File: src/rtl/key_time_entry.sv
// Turns PS/2 set-2 make codes into a validated HH:MM BCD entry and strobes the
// finished value into either the running clock or the alarm register.
module key_time_entry #(
  parameter int unsigned TIMEOUT = 250_000_000
) (
  input  logic       MCLK,
  input  logic       int_reset,
  input  logic [7:0] key_code,
  input  logic       key_strobe,
  output logic [3:0] ent_ms_hour,
  output logic [3:0] ent_ls_hour,
  output logic [3:0] ent_ms_min,
  output logic [3:0] ent_ls_min,
  output logic [3:0] ent_mask,
  output logic       entry_active,
  output logic       entry_target,
  output logic       load_time,
  output logic       load_alarm,
  output logic       entry_err
);

  // A zero TIMEOUT still needs a one-bit counter; it then never holds 1, so it never expires.
  localparam int unsigned   CW       = (TIMEOUT > 0) ? $clog2(TIMEOUT + 1) : 1;
  localparam logic [CW-1:0] CNT_LOAD = CW'(TIMEOUT);

  localparam logic [7:0] CODE_BREAK = 8'hF0;
  localparam logic [7:0] CODE_EXT   = 8'hE0;

  typedef enum logic [2:0] {
    KEY_NONE, KEY_DIGIT, KEY_TIME, KEY_ALARM, KEY_ENTER, KEY_BKSP, KEY_ESC
  } key_e;

  typedef enum logic {S_IDLE, S_ENTRY} state_e;

  state_e          state_q, state_d;
  logic            break_pend_q, break_pend_d;
  logic            ext_pend_q, ext_pend_d;
  logic            target_q, target_d;
  logic [3:0][3:0] digit_q, digit_d;
  logic [3:0]      mask_q, mask_d;
  logic [2:0]      pos_q, pos_d;
  logic [CW-1:0]   cnt_q, cnt_d;
  logic            load_time_q, load_time_d;
  logic            load_alarm_q, load_alarm_d;
  logic            err_q, err_d;

  key_e       key_kind;
  logic [3:0] key_val;
  logic       digit_ok;
  logic       make_key;
  logic [1:0] wr_idx;
  logic [1:0] bs_idx;

  always_comb begin
    key_kind = KEY_NONE;
    key_val  = 4'd0;
    case (key_code)
      8'h45, 8'h70: begin key_kind = KEY_DIGIT; key_val = 4'd0; end
      8'h16, 8'h69: begin key_kind = KEY_DIGIT; key_val = 4'd1; end
      8'h1E, 8'h72: begin key_kind = KEY_DIGIT; key_val = 4'd2; end
      8'h26, 8'h7A: begin key_kind = KEY_DIGIT; key_val = 4'd3; end
      8'h25, 8'h6B: begin key_kind = KEY_DIGIT; key_val = 4'd4; end
      8'h2E, 8'h73: begin key_kind = KEY_DIGIT; key_val = 4'd5; end
      8'h36, 8'h74: begin key_kind = KEY_DIGIT; key_val = 4'd6; end
      8'h3D, 8'h6C: begin key_kind = KEY_DIGIT; key_val = 4'd7; end
      8'h3E, 8'h75: begin key_kind = KEY_DIGIT; key_val = 4'd8; end
      8'h46, 8'h7D: begin key_kind = KEY_DIGIT; key_val = 4'd9; end
      8'h2C:        key_kind = KEY_TIME;
      8'h1C:        key_kind = KEY_ALARM;
      8'h5A:        key_kind = KEY_ENTER;
      8'h66:        key_kind = KEY_BKSP;
      8'h76:        key_kind = KEY_ESC;
      default:      key_kind = KEY_NONE;
    endcase
  end

  // Position p writes digit index 3-p (index 3 is ms_hour); backspace clears index 4-p.
  always_comb begin
    wr_idx   = 2'd3 - pos_q[1:0];
    bs_idx   = 2'd3 - 2'(pos_q - 3'd1);
    digit_ok = 1'b1;
    case (pos_q)
      3'd0:    digit_ok = (key_val <= 4'd2);
      3'd1:    digit_ok = (digit_q[3] == 4'd2) ? (key_val <= 4'd3) : 1'b1;
      3'd2:    digit_ok = (key_val <= 4'd5);
      default: digit_ok = 1'b1;
    endcase
  end

  always_comb begin
    state_d      = state_q;
    break_pend_d = break_pend_q;
    ext_pend_d   = ext_pend_q;
    target_d     = target_q;
    digit_d      = digit_q;
    mask_d       = mask_q;
    pos_d        = pos_q;
    cnt_d        = cnt_q;
    load_time_d  = 1'b0;
    load_alarm_d = 1'b0;
    err_d        = 1'b0;
    make_key     = 1'b0;

    // The byte after F0 is a release and never reaches the state machine.
    if (key_strobe) begin
      if (break_pend_q) begin
        break_pend_d = 1'b0;
        ext_pend_d   = 1'b0;
      end else if (key_code == CODE_BREAK) begin
        break_pend_d = 1'b1;
      end else if (key_code == CODE_EXT) begin
        ext_pend_d = 1'b1;
      end else begin
        make_key   = 1'b1;
        ext_pend_d = 1'b0;
      end
    end

    if (state_q == S_ENTRY) begin
      if (key_strobe) begin
        cnt_d = CNT_LOAD;
      end else if (cnt_q == CW'(1)) begin
        cnt_d   = '0;
        err_d   = 1'b1;
        state_d = S_IDLE;
      end else if (cnt_q != '0) begin
        cnt_d = cnt_q - CW'(1);
      end
    end

    if (make_key) begin
      if (key_kind == KEY_TIME || key_kind == KEY_ALARM) begin
        state_d  = S_ENTRY;
        target_d = (key_kind == KEY_ALARM);
        digit_d  = '0;
        mask_d   = 4'd0;
        pos_d    = 3'd0;
        cnt_d    = CNT_LOAD;
      end else if (state_q == S_ENTRY) begin
        case (key_kind)
          KEY_DIGIT: begin
            if (pos_q == 3'd4 || !digit_ok) begin
              err_d = 1'b1;
            end else begin
              digit_d[wr_idx] = key_val;
              mask_d[wr_idx]  = 1'b1;
              pos_d           = pos_q + 3'd1;
            end
          end
          KEY_BKSP: begin
            if (pos_q != 3'd0) begin
              digit_d[bs_idx] = 4'd0;
              mask_d[bs_idx]  = 1'b0;
              pos_d           = pos_q - 3'd1;
            end
          end
          KEY_ENTER: begin
            if (pos_q == 3'd4) begin
              load_time_d  = !target_q;
              load_alarm_d = target_q;
              state_d      = S_IDLE;
            end else begin
              err_d = 1'b1;
            end
          end
          KEY_ESC: state_d = S_IDLE;
          default: ;
        endcase
      end
    end
  end

  always_ff @(posedge MCLK or posedge int_reset) begin
    if (int_reset) begin
      state_q      <= S_IDLE;
      break_pend_q <= 1'b0;
      ext_pend_q   <= 1'b0;
      target_q     <= 1'b0;
      digit_q      <= '0;
      mask_q       <= 4'd0;
      pos_q        <= 3'd0;
      cnt_q        <= '0;
      load_time_q  <= 1'b0;
      load_alarm_q <= 1'b0;
      err_q        <= 1'b0;
    end else begin
      state_q      <= state_d;
      break_pend_q <= break_pend_d;
      ext_pend_q   <= ext_pend_d;
      target_q     <= target_d;
      digit_q      <= digit_d;
      mask_q       <= mask_d;
      pos_q        <= pos_d;
      cnt_q        <= cnt_d;
      load_time_q  <= load_time_d;
      load_alarm_q <= load_alarm_d;
      err_q        <= err_d;
    end
  end

  assign ent_ms_hour  = digit_q[3];
  assign ent_ls_hour  = digit_q[2];
  assign ent_ms_min   = digit_q[1];
  assign ent_ls_min   = digit_q[0];
  assign ent_mask     = mask_q;
  assign entry_active = (state_q == S_ENTRY);
  assign entry_target = target_q;
  assign load_time    = load_time_q;
  assign load_alarm   = load_alarm_q;
  assign entry_err    = err_q;

endmodule
File: config.mk
export PLATFORM = sky130hd
export DESIGN_NAME = key_time_entry
export DESIGN_NICKNAME = d
export VERILOG_FILES = /design/src/rtl/key_time_entry.sv
export SDC_FILE = /design/constraint.sdc
export NUM_CORES = 1
export LEC_CHECK = 0
export ABC_AREA = 0
export CAP_MARGIN = 20
export CORE_MARGIN = 10
export CORE_UTILIZATION = 62
export CTS_CLUSTER_DIAMETER = 80
export DETAILED_ROUTE_END_ITERATION = 8
export GPL_ROUTABILITY_DRIVEN = 0
export GPL_TIMING_DRIVEN = 0
export PLACE_DENSITY = 0.94
export SKIP_LAST_GASP = 1
export SYNTH_ARGS = -nofsm -noshare
export SYNTH_HDL_FRONTEND = slang
export SYNTH_SLANG_ARGS = --single-unit
File: constraint.sdc
create_clock -name MCLK -period 5.8 [get_ports MCLK]
set_input_delay 1.16 -clock MCLK [delete_from_list [all_inputs] [get_ports MCLK]]
set_output_delay 1.16 -clock MCLK [all_outputs]
set_load 0.01 [all_outputs]
# [Word-level counts from Yosys, hierarchy flattened]
# Index checks and enable logic that the tools add are counted.
[totals] ff_bits=57 input_bits=11 output_inout_bits=25 wordCells=160
[classes] n_addsub=5 magnitude_cmp=7 eq_ne=40 mux=67 bitwise=5 n_reduce_logical=23
[ops] operator="$mux 28" count=6
[ops] operator="$eq 8x7->1 const B" count=15
[ops] operator="$mux 16" count=4
[ops] operator="$eq 8x6->1 const B" count=7
[ops] operator="$pmux 4 s9" count=1
[ops] operator="$mux 1" count=34
[ops] operator="$pmux 16 s2" count=1
[ops] operator="$eq 28x1->1 const B" count=1
[ops] operator="$reduce_bool 28->1" count=1
[ops] operator="$sub 28x1->28 const B" count=1
[ops] operator="$eq 8x5->1 const B" count=3
[ops] operator="$mux 4" count=6
[ops] operator="$reduce_or 20->1" count=1
[ops] operator="$pmux 3 s6" count=1
[ops] operator="$reduce_or 2->1" count=9
[ops] operator="$and 16x16->16" count=1
[ops] operator="$bwmux 16" count=1
[ops] operator="$demux 4 s2" count=2
[ops] operator="$eq 8x8->1 const B" count=2
[ops] operator="$not 16->16" count=1
[ops] operator="$eq 3x3->1 const B" count=4
[ops] operator="$mux 3" count=4
[ops] operator="$eq 3x2->1 const B" count=3
[ops] operator="$le 4x2->1 const B" count=2
[ops] operator="25 further kinds" count=36

# [Logic depth before layout (Yosys ltp)]
# Gate-level depths: netlist of run 1.
[logic_depth] ltp_word=13 mapped_depth=11 depth_no_buf=10

# [Least setup slack after synthesis of run 1]
# No wires, ideal clock.
[synth_timing] path_kind="input -> register" start="input key_code[4]" end="register pos_q[0]" setup_ps=125 t_arrival_ps=3354 required_ps=5675 path_slack_ps=2322 path_stages=10 path_buffers=2 cell_sequence="buf_2 > buf_2 > and3b_1 > o2111ai_1 > o311a_1 > nand3b_1 > or3b_1 > and2_1 > nor2_1 > mux2_2"
[synth_via] elab_chain_cells=10 word_cells_on_any_way=63 classes_between="3 x order compare; 33 x eq/ne; 11 x mux; 16 x reduce/logical"
[synth_lines] item="start, declared" line="8" text="input logic [7:0] key_code,"
[synth_lines] item="$eq 8x7->1, or another cell as far along" line="57" text="case (key_code)"
[synth_lines] item="$reduce_or 2->1 (on tied branches)"
[synth_lines] item="$pmux 4 s9" line="57"
[synth_lines] item="$le 4x2->1" line="84" text="3'd1: digit_ok = (digit_q[3] == 4'd2) ? (key_val <= 4'd3) : 1'b1;"
[synth_lines] item="$mux 1" line="84"
[synth_lines] item="$pmux 1 s3" line="82" text="case (pos_q)"
[synth_lines] item="$logic_not 1->1" line="142" text="if (pos_q == 3'd4 || !digit_ok) begin"
[synth_lines] item="$logic_or 1x1->1" line="142"
[synth_lines] item="$ne 3x3->1 (no source line)"
[synth_lines] item="$reduce_and 5->1 (no source line)"
[synth_lines] item="end signal, assigned" line="193" text="pos_q <= pos_d;"
[synth_lines] item="end, declared" line="41" text="logic [2:0] pos_q, pos_d;"
# Several ways; a longest one is shown, not always the timed one. The select of a mux whose other input is x is not followed.
# A chain may end at the register's enable or synchronous reset.

# [Final worst setup path of run 1]
[layout_timing] start="input key_code[1]" end="register digit_q (netlist bit ent_ms_min[0])"
[layout_via] elab_chain_cells=10 word_cells_on_any_way=65 classes_between="3 x order compare; 33 x eq/ne; 13 x mux; 16 x reduce/logical"
[layout_lines] item="$eq 8x7->1, or another cell as far along" line="57"
[layout_lines] item="$reduce_or 2->1 (on tied branches)"
[layout_lines] item="$pmux 4 s9" line="57"
[layout_lines] item="$le 4x2->1" line="84"
[layout_lines] item="$mux 1" line="84"
[layout_lines] item="$pmux 1 s3" line="82"
[layout_lines] item="$logic_not 1->1" line="142"
[layout_lines] item="$logic_or 1x1->1" line="142"
[layout_lines] item="$ne 3x3->1 (no source line)"
[layout_lines] item="$reduce_and 5->1 (no source line)"
[layout_lines] item="end signal, assigned" line="191" text="digit_q <= digit_d;"
[layout_lines] item="end, declared" line="39" text="logic [3:0][3:0] digit_q, digit_d;"
# Several ways; a longest one is shown, not always the timed one. The select of a mux whose other input is x is not followed.

==> summary.md, run 1 <==
Across the whole layout, storage elements account for 1430 µm². The tools report the total leakage power as 1.76 nW. Counting cells, the worst reg-to-reg path comes to 8. In the routed design, unresolved DRC markers number 0. The width of the chip was 98.1 µm. The critical path is of the input port to flip-flop type.

For this run, the top clock speed supported by timing is 243 MHz. The flow ran to the end, and the final reports show no timing, DRC or antenna violations. The clock network latency to the later pin of the worst-skew pair is 0.34 ns, and the worst setup slack after layout is 1.69 ns. The floorplan step defined a die boundary enclosing 9630 µm². The setup slack after placement was 1.46 ns.

Synthesis produced a netlist with a net count of 452. Xor/xnor cell area share of the yosys netlist: 0.00231. The number of pins exceeding their max-slew limit in the final report was 0; the fraction of the mapped netlist area in compound gates was 0.230.

At the worst endpoint, the required time is 6.08 ns. For the number of global-route vias before repair, the log shows 3447. Most frequently used cell type in the post-synthesis netlist: sky130_fd_sc_hd__dfrtp_1.

The run gives 0.639 as the effective utilization at floorplan. For the synthesized area, the log shows 3780 µm². Buffers placed on the I/O ports in this run total 33. The cell total after placement is 541. The total CTS buffers came out at 9.

TritonCTS built the clock tree. Setup repair after global routing left no endpoint under its margin. The signed area change from the synthesized netlist to the final layout was 16.0%; the worst slew margin relative to its limit was 0.475. The commonest cells after synthesis are 57 x sky130_fd_sc_hd__dfrtp_1, 43 x sky130_fd_sc_hd__nand2_1, 31 x sky130_fd_sc_hd__nor2_1.

The tool flagged a number of max-cap violations equal to 0. The boundary pin count came out at 36. The wire-length estimate of the detail-placed layout is 7150 µm. The final layout contains 497 nets.

Slew at the pin closest to its max-slew limit: 0.788 ns. Post-synthesis share of cell area spent on and, or, nand and nor gates: 0.303. Dividing total power by cell area gives a power density of 282 nW/µm². Gates resized during post-CTS repair numbered 0. The power share of the combinational group was 0.312.

The root buffer cell chosen for the clock tree is sky130_fd_sc_hd__clkbuf_8. Counting flops with a built-in enable in the synthesized netlist gives 0. For the post-synthesis sequential area ratio, the log shows 0.377.

The proportion of synthesized area in mux cells is 0.0142. The run gives 0.169 mV as the peak supply drop. Yosys mapped the design onto 71 distinct sky130hd cell types.

The number of hold-repair buffers added at the cts stage is 0, and the power share of the sequential group is 0.427. In the routed layout, each cell is associated on average with a via count of 6.77. The largest family of logic cells by synthesized area was simple AND/OR/NAND/NOR gates.

The pre-antenna-repair detailed-routing pass consisted of 7 iterations. Across all layers, the routed design uses 3763 vias. The worst min-delay path startpoint was entry_target. Traced cell by cell, the critical path runs through clkdlybuf4s50_1 -> clkbuf_1 -> nor4bb_1 -> a32oi_1 -> o41a_1 -> o311ai_1 -> o31ai_2 -> a211oi_1 -> nand2_1 -> a21bo_2. The tools report the number of fill cells in the layout as 419. End of the worst register-to-register path: cnt_q[25]. For the proportion of power drawn by the clock network, the log shows 0.261. The synthesized area per cell came out at 8.76 µm².

Entering global routing, the biggest net connects 40 pins. The final-report hold violation count is 0, and the biggest fanout along the worst timing path is 10. The predominant post-synthesis flop cell is sky130_fd_sc_hd__dfrtp_1. The worst path in the final design needs a cycle of 4.11 ns, including I/O delays and setup. The share of async-settable or async-resettable flops after synthesis is 1.00, and the total of endpoints with negative setup slack in the final report is 0. The H-tree was split into 3 levels. The tree built by TritonCTS fans out to 57 sinks. After detailed routing, the total wire length is 10200 µm. The number of antenna violations at the first check in global routing was 0.

The core region is 5920 µm². The switching power share of the total is 0.374. The run gives 0 as the count of antenna diodes in the layout. Kind of start point of the critical path: an input port. The tightest min-delay check is of the flip-flop to flip-flop type. The instance count along the most critical hold path was 1.

By area the synthesized netlist is led by sky130_fd_sc_hd__dfrtp_1 38%, sky130_fd_sc_hd__nand2_1 4.3%, sky130_fd_sc_hd__o21ai_0 3.3%. The first global-routing pass estimated 17000 µm of wire. The flip-flop and latch count after synthesis is 57. STA puts the critical path data arrival time at 4.40 ns. The net switching power was 0.464 mW; the number of nets with antenna violations after detailed routing was 0.

The setup slack of the most critical reg-to-reg path is 2.69 ns, and the total power consumption of the routed design is 1.24 mW. The adder and majority gate portion of the synthesized area came out at 0.0298. The tools report the row count as 28. Nature of the critical path endpoint: a flip-flop. The total area of multi-input combinational cells was 2190 µm²; the final worst hold slack was 0.473 ns. The fraction of post-synthesis cell area in the top cell type by area was 0.377; the total setup buffers inserted after CTS was 0.

The worst hold path terminates at load_time. Dividing the detail-routed wire length by the instance count gives 18.4 µm. The deepest clock path buffer count came out at 2. The startpoint identified for the worst register-to-register timing path is cnt_q[3].

The run gives 0.208 as the total track usage. The clock arrives with 0.00691 ns of skew. The Yosys step of the flow raised 0 warnings.

Clock-pin slew was measured on the worst setup and hold paths at 0.06 ns. The die extent in y came out at 98.1 µm. The total negative slack for setup checks is 0 ns. The count of placed standard cells in the final layout, fillers left out is 556.

The most area-hungry cell type in the Yosys netlist was sky130_fd_sc_hd__dfrtp_1. After technology mapping, the gate count stands at 432. The cell with the largest stage delay on the worst path is sky130_fd_sc_hd__nor4bb_1. The design internal power came out at 0.777 mW. After global routing the overflow that remains totals 0. The delay of the slowest cell on the worst path was 0.73 ns; the final cycle utilization of the critical path was 0.709.

The fraction of layout instances using a drive strength above 1 is 0.112, and the iteration-0 DRC count of the detailed router is 512.
==> how the worst max path moves through the flow <==
| stage | to | cells past startpoint | from |
|---|---|---|---|
| detailed placement | pos_q[1] | 10 | key_code[1] |
| global placement | ent_ms_min[0] | 9 | key_code[3] |
| global route | ent_ls_hour[3] | 11 | key_code[1] |
| CTS | pos_q[1] | 10 | key_code[1] |
| finish | ent_ms_min[0] | 10 | key_code[1] |
| floorplan | pos_q[0] | 10 | key_code[4] |
==> critical path, delay by kind of cell <==
kind            cells  cell delay [ns]
compound gates      6             1.48
buf+inv             2             0.90
simple gates        2             0.85
==> power groups by stage <==
| stage | combinational [mW] | clock, mW | sequential (mW) |
|---|---|---|---|
| 4_1_cts | 0.381 | 0.324 | 0.525 |
| 3_5_place_dp | 0.377 | 0 | 0.530 |
| 5_1_grt | 0.427 | 0.342 | 0.536 |
| 2_1_floorplan | 0.287 | 0 | 0.516 |
| 6_report | 0.387 | 0.324 | 0.529 |
| 3_3_place_gp | 0.356 | 0 | 0.527 |
==> registers in the layout (all words and copies together), names as in the netlist <==
name          cells
cnt_q            28
ent_ls_hour       4
ent_ls_min        4
ent_mask          4
ent_ms_hour       4
ent_ms_min        4
pos_q             3
break_pend_q      1
entry_active      1
entry_err         1
entry_target      1
load_alarm        1
load_time         1
==> logic make-up (layout without fill, tap and decap cells) <==
kind of cell	Yosys count	count (layout)
compound gates	120	120
fa+ha+maj	9	9
mux	5	5
buf+inv	40	89
xor+xnor	1	1
flops	57	57
simple gates	200	200
==> per-stage QoR <==
stage	cell area [µm²]	utilization
detailed placement	4230	0.714
global placement	4210	0.711
floorplan	3780	-
CTS	4390	0.742
global route	4390	0.742
finish	4390	0.742
==> final cells by class <==
| class | instances | share of cell area |
|---|---|---|
| Multi-Input combinational cell | 335 | 0.499 |
| Inverter | 15 | 0.0128 |
| Tap cell | 75 | 0.0214 |
| Clock buffer | 12 | 0.0331 |
| Sequential cell | 57 | 0.325 |
| Timing Repair Buffer | 34 | 0.0798 |
| Clock inverter | 3 | 0.00399 |
| Buffer | 25 | 0.0248 |
==> layer usage <==
| layer | up-vias | wire length, µm | global-route usage |
|---|---|---|---|
| met3 | 27 | 1190 | 0.0817 |
| met4 | 0 | 187 | 0.0716 |
| li1 | 1696 | - | - |
| met1 | 1796 | 4330 | 0.280 |
| met2 | 244 | 4520 | 0.294 |
| met5 | - | 0 | 0 |
==> layout by cell type (no fill, tap or decap), types with 14 or more instances in the layout <==
cell                              count
sky130_fd_sc_hd__a21oi_1             24
sky130_fd_sc_hd__clkbuf_1            19
sky130_fd_sc_hd__nor3_1              16
sky130_fd_sc_hd__o21ai_0             25
sky130_fd_sc_hd__dfrtp_1             57
sky130_fd_sc_hd__clkdlybuf4s50_1     33
sky130_fd_sc_hd__nand3_1             21
sky130_fd_sc_hd__inv_1               14
sky130_fd_sc_hd__nand2_1             43
sky130_fd_sc_hd__nor2_1              31
Note: power is estimated with default switching activity, not from simulation.
==> run 2: changes to the inputs <==
--- a/config.mk
+++ b/config.mk
@@ -8,12 +8,12 @@
 export ABC_AREA = 0
 export CAP_MARGIN = 20
 export CORE_MARGIN = 10
-export CORE_UTILIZATION = 62
+export CORE_UTILIZATION = 58
 export CTS_CLUSTER_DIAMETER = 80
 export DETAILED_ROUTE_END_ITERATION = 8
 export GPL_ROUTABILITY_DRIVEN = 0
 export GPL_TIMING_DRIVEN = 0
-export PLACE_DENSITY = 0.94
+export PLACE_DENSITY = 0.9
 export SKIP_LAST_GASP = 1
 export SYNTH_ARGS = -nofsm -noshare
 export SYNTH_HDL_FRONTEND = slang
==> constraint.sdc (replaced) <==
create_clock -name MCLK -period 3.9 [get_ports MCLK]
set_input_delay 0.78 -clock MCLK [delete_from_list [all_inputs] [get_ports MCLK]]
set_output_delay 0.78 -clock MCLK [all_outputs]
set_load 0.01 [all_outputs]
==> run 2 against run 1 <==
- non-clock buffer count increased by 2
- largest power group unchanged
- sequential power increased by 49%
- combinational power is 51% higher
- clock skew grew 0.0041 ns
==> summary.md, run 2 (synthesis results as in run 1) <==
The flow ran to the end, and the final reports show no timing, DRC or antenna violations. Power spread over the standard cell area amounts to 447 nW/µm². The number of antenna violations at the first check in global routing came out at 0.

After detailed routing, the number of remaining DRC violations is 0. The first TritonRoute pass finished after 6 iterations. The critical path is of the input port to flip-flop type.

CTS placed an instance of sky130_fd_sc_hd__clkbuf_8 at the clock tree root. The region available for standard cell placement spans 6350 µm². The remaining global-route overflow came out at 0. The final cycle utilization of the critical path was 0.980; the iteration-0 DRC count of the detailed router was 309.

In the final routed layout, each cell accounts on average for 19.0 µm. During I/O placement, the number of pins put on the boundary was 36. Clock network latency to the later pin of the worst-skew pair: 0.35 ns.

Register with the most flip-flops: cnt_q. The run gives 10200 µm² as the area of the die. The library cell used most frequently in the layout, excluding fill and tap cells, is sky130_fd_sc_hd__dfrtp_1. The count of cells along the worst register-to-register path came out at 8. The logs give 3586 for the number of global-route vias before repair and 3 for the count of H-tree levels built during CTS. Data on the critical path arrives at its endpoint at 4.06 ns. The tools report the final-report hold violation count as 0. The net count of the finished layout is 499. STA classifies the critical path endpoint as a flip-flop.

In the routed layout, each cell is associated on average with a via count of 6.75. Effective utilization at floorplan: 0.596. The top cell types in the final layout, fill and taps aside, are 57 x sky130_fd_sc_hd__dfrtp_1, 43 x sky130_fd_sc_hd__nand2_1, 33 x sky130_fd_sc_hd__clkdlybuf4s50_1.

The fraction of layout instances using a drive strength above 1 was 0.122; the overall via count from detail_route was 3788. The total track usage came out at 0.210. The run gives 7480 µm as the detailed-placement wirelength estimate. Across the routed clock network, the largest skew measured is 0.0110 ns.

At the worst endpoint, the required time is 4.14 ns. For the count of placed standard cells in the final layout, fillers left out, the log shows 561. Total of endpoints with negative setup slack in the final report: 0. The post-layout minimum cycle time works out to 3.82 ns. Buffers placed on the I/O ports in this run total 33. Final worst hold slack: 0.470 ns.

The number of pins exceeding their max-slew limit in the final report came out at 0. TritonCTS built the clock tree. For the pin count of the biggest net entering global routing, the log shows 44. The floorplan has 29 rows. The run gives 0.469 as the worst slew margin relative to its limit. At the pin with the least slew margin, the transition time is 0.797 ns. The register with the most flip-flops in the layout has 28 of them.

0 antenna diodes ended up in the layout. The width of the chip works out to 101 µm. The count of nets left with antenna violations once routing finished came out at 0.

For the max-cap check violation count, the log shows 0. Die extent in y: 101 µm. The final layout contains routed wiring with a total length of 10700 µm.

The min-delay analysis places its worst path in the category flip-flop to flip-flop. Cell total after placement: 543. Hold repair after CTS inserted 0 buffers. Deepest clock path buffer count: 2. The first-pass GRT wire length is 17600 µm, and the biggest fanout along the worst timing path is 10. The instance count along the most critical hold path is 1, and the total CTS buffers is 9.

After clock tree synthesis, the clock-pin slew on the worst setup and hold paths is 0.07 ns. The run gives 262 MHz as the highest clock frequency the design can meet. The worst setup path is launched from an input port. The number of clock sinks was 57. The peak supply drop is 0.410 mV, and the signed area change from the synthesized netlist to the final layout is 18.2%.

The analysis attributes to cell leakage a power of 1.80 nW.
[run 2: worst paths after layout]
check / startpoint / end / slack, ns
setup reg to reg: cnt_q[3] / cnt_q[17] / 0.80
hold reg to reg: entry_target / load_time / 0.47
hold / removal: entry_target / load_time / 0.47
min in group asynchronous: int_reset / ent_ms_min[2] / 0.70
setup / recovery: key_code[3] / ent_ls_min[2] / 0.08
max in group asynchronous: int_reset / break_pend_q / 2.65
[run 2: what timing repair did]
action	4_1_cts	5_1_grt
setup buffers	0	2
setup endpoints to repair	0	7
resized for setup	0	1
endpoints found under the hold margin	0	0
[run 2: final cells by class]
type	instances	area, µm²
clock inverter	5	78.8
tap	77	96.3
timing repair buffer	36	365
buffer	25	109
multi-input combinational	335	2200
clock buffer	11	141
sequential	57	1430
fill	489	1880
inverter	15	56.3
[run 2: per-stage QoR]
| stage | utilization | power [mW] | setup TNS [ns] | cell area, µm² | setup WS, ns |
|---|---|---|---|---|---|
| finish | 0.704 | 2.00 | 0 | 4470 | 0.0778 |
| global placement | 0.663 | 1.32 | -0.240 | 4210 | -0.0725 |
| detailed placement | 0.666 | 1.36 | -0.521 | 4230 | -0.102 |
| global route | 0.704 | 2.10 | -0.177 | 4470 | -0.0369 |
| CTS | 0.701 | 1.98 | 0 | 4450 | 0.256 |
| floorplan | - | 1.19 | 0 | 3780 | 0.802 |
[run 2: routing by layer]
layer  wire, µm  up-vias  track usage
li1           -     1708            -
met1       4330     1863        0.260
met2       5300      190        0.343
met3        822       27       0.0480
met4        209        0       0.0870
met5          0        -            0
[run 2: power breakdown]
part           switching (mW)  internal, mW  leakage, nW  total, mW
logic                   0.348         0.235        0.958      0.583
clock network           0.254         0.376        0.113      0.630
registers               0.108         0.678        0.731      0.786
[run 2: critical path, stage by stage]
cell                              delay [ns]
sky130_fd_sc_hd__clkdlybuf4s50_1        0.63
sky130_fd_sc_hd__clkbuf_1               0.39
sky130_fd_sc_hd__mux2_2                 0.40
sky130_fd_sc_hd__a41oi_1                0.38
sky130_fd_sc_hd__a22oi_1                0.16
sky130_fd_sc_hd__or3b_1                 0.44
sky130_fd_sc_hd__a21oi_2                0.25
sky130_fd_sc_hd__buf_4                  0.22
sky130_fd_sc_hd__o221ai_2               0.14
sky130_fd_sc_hd__a22o_1                 0.27
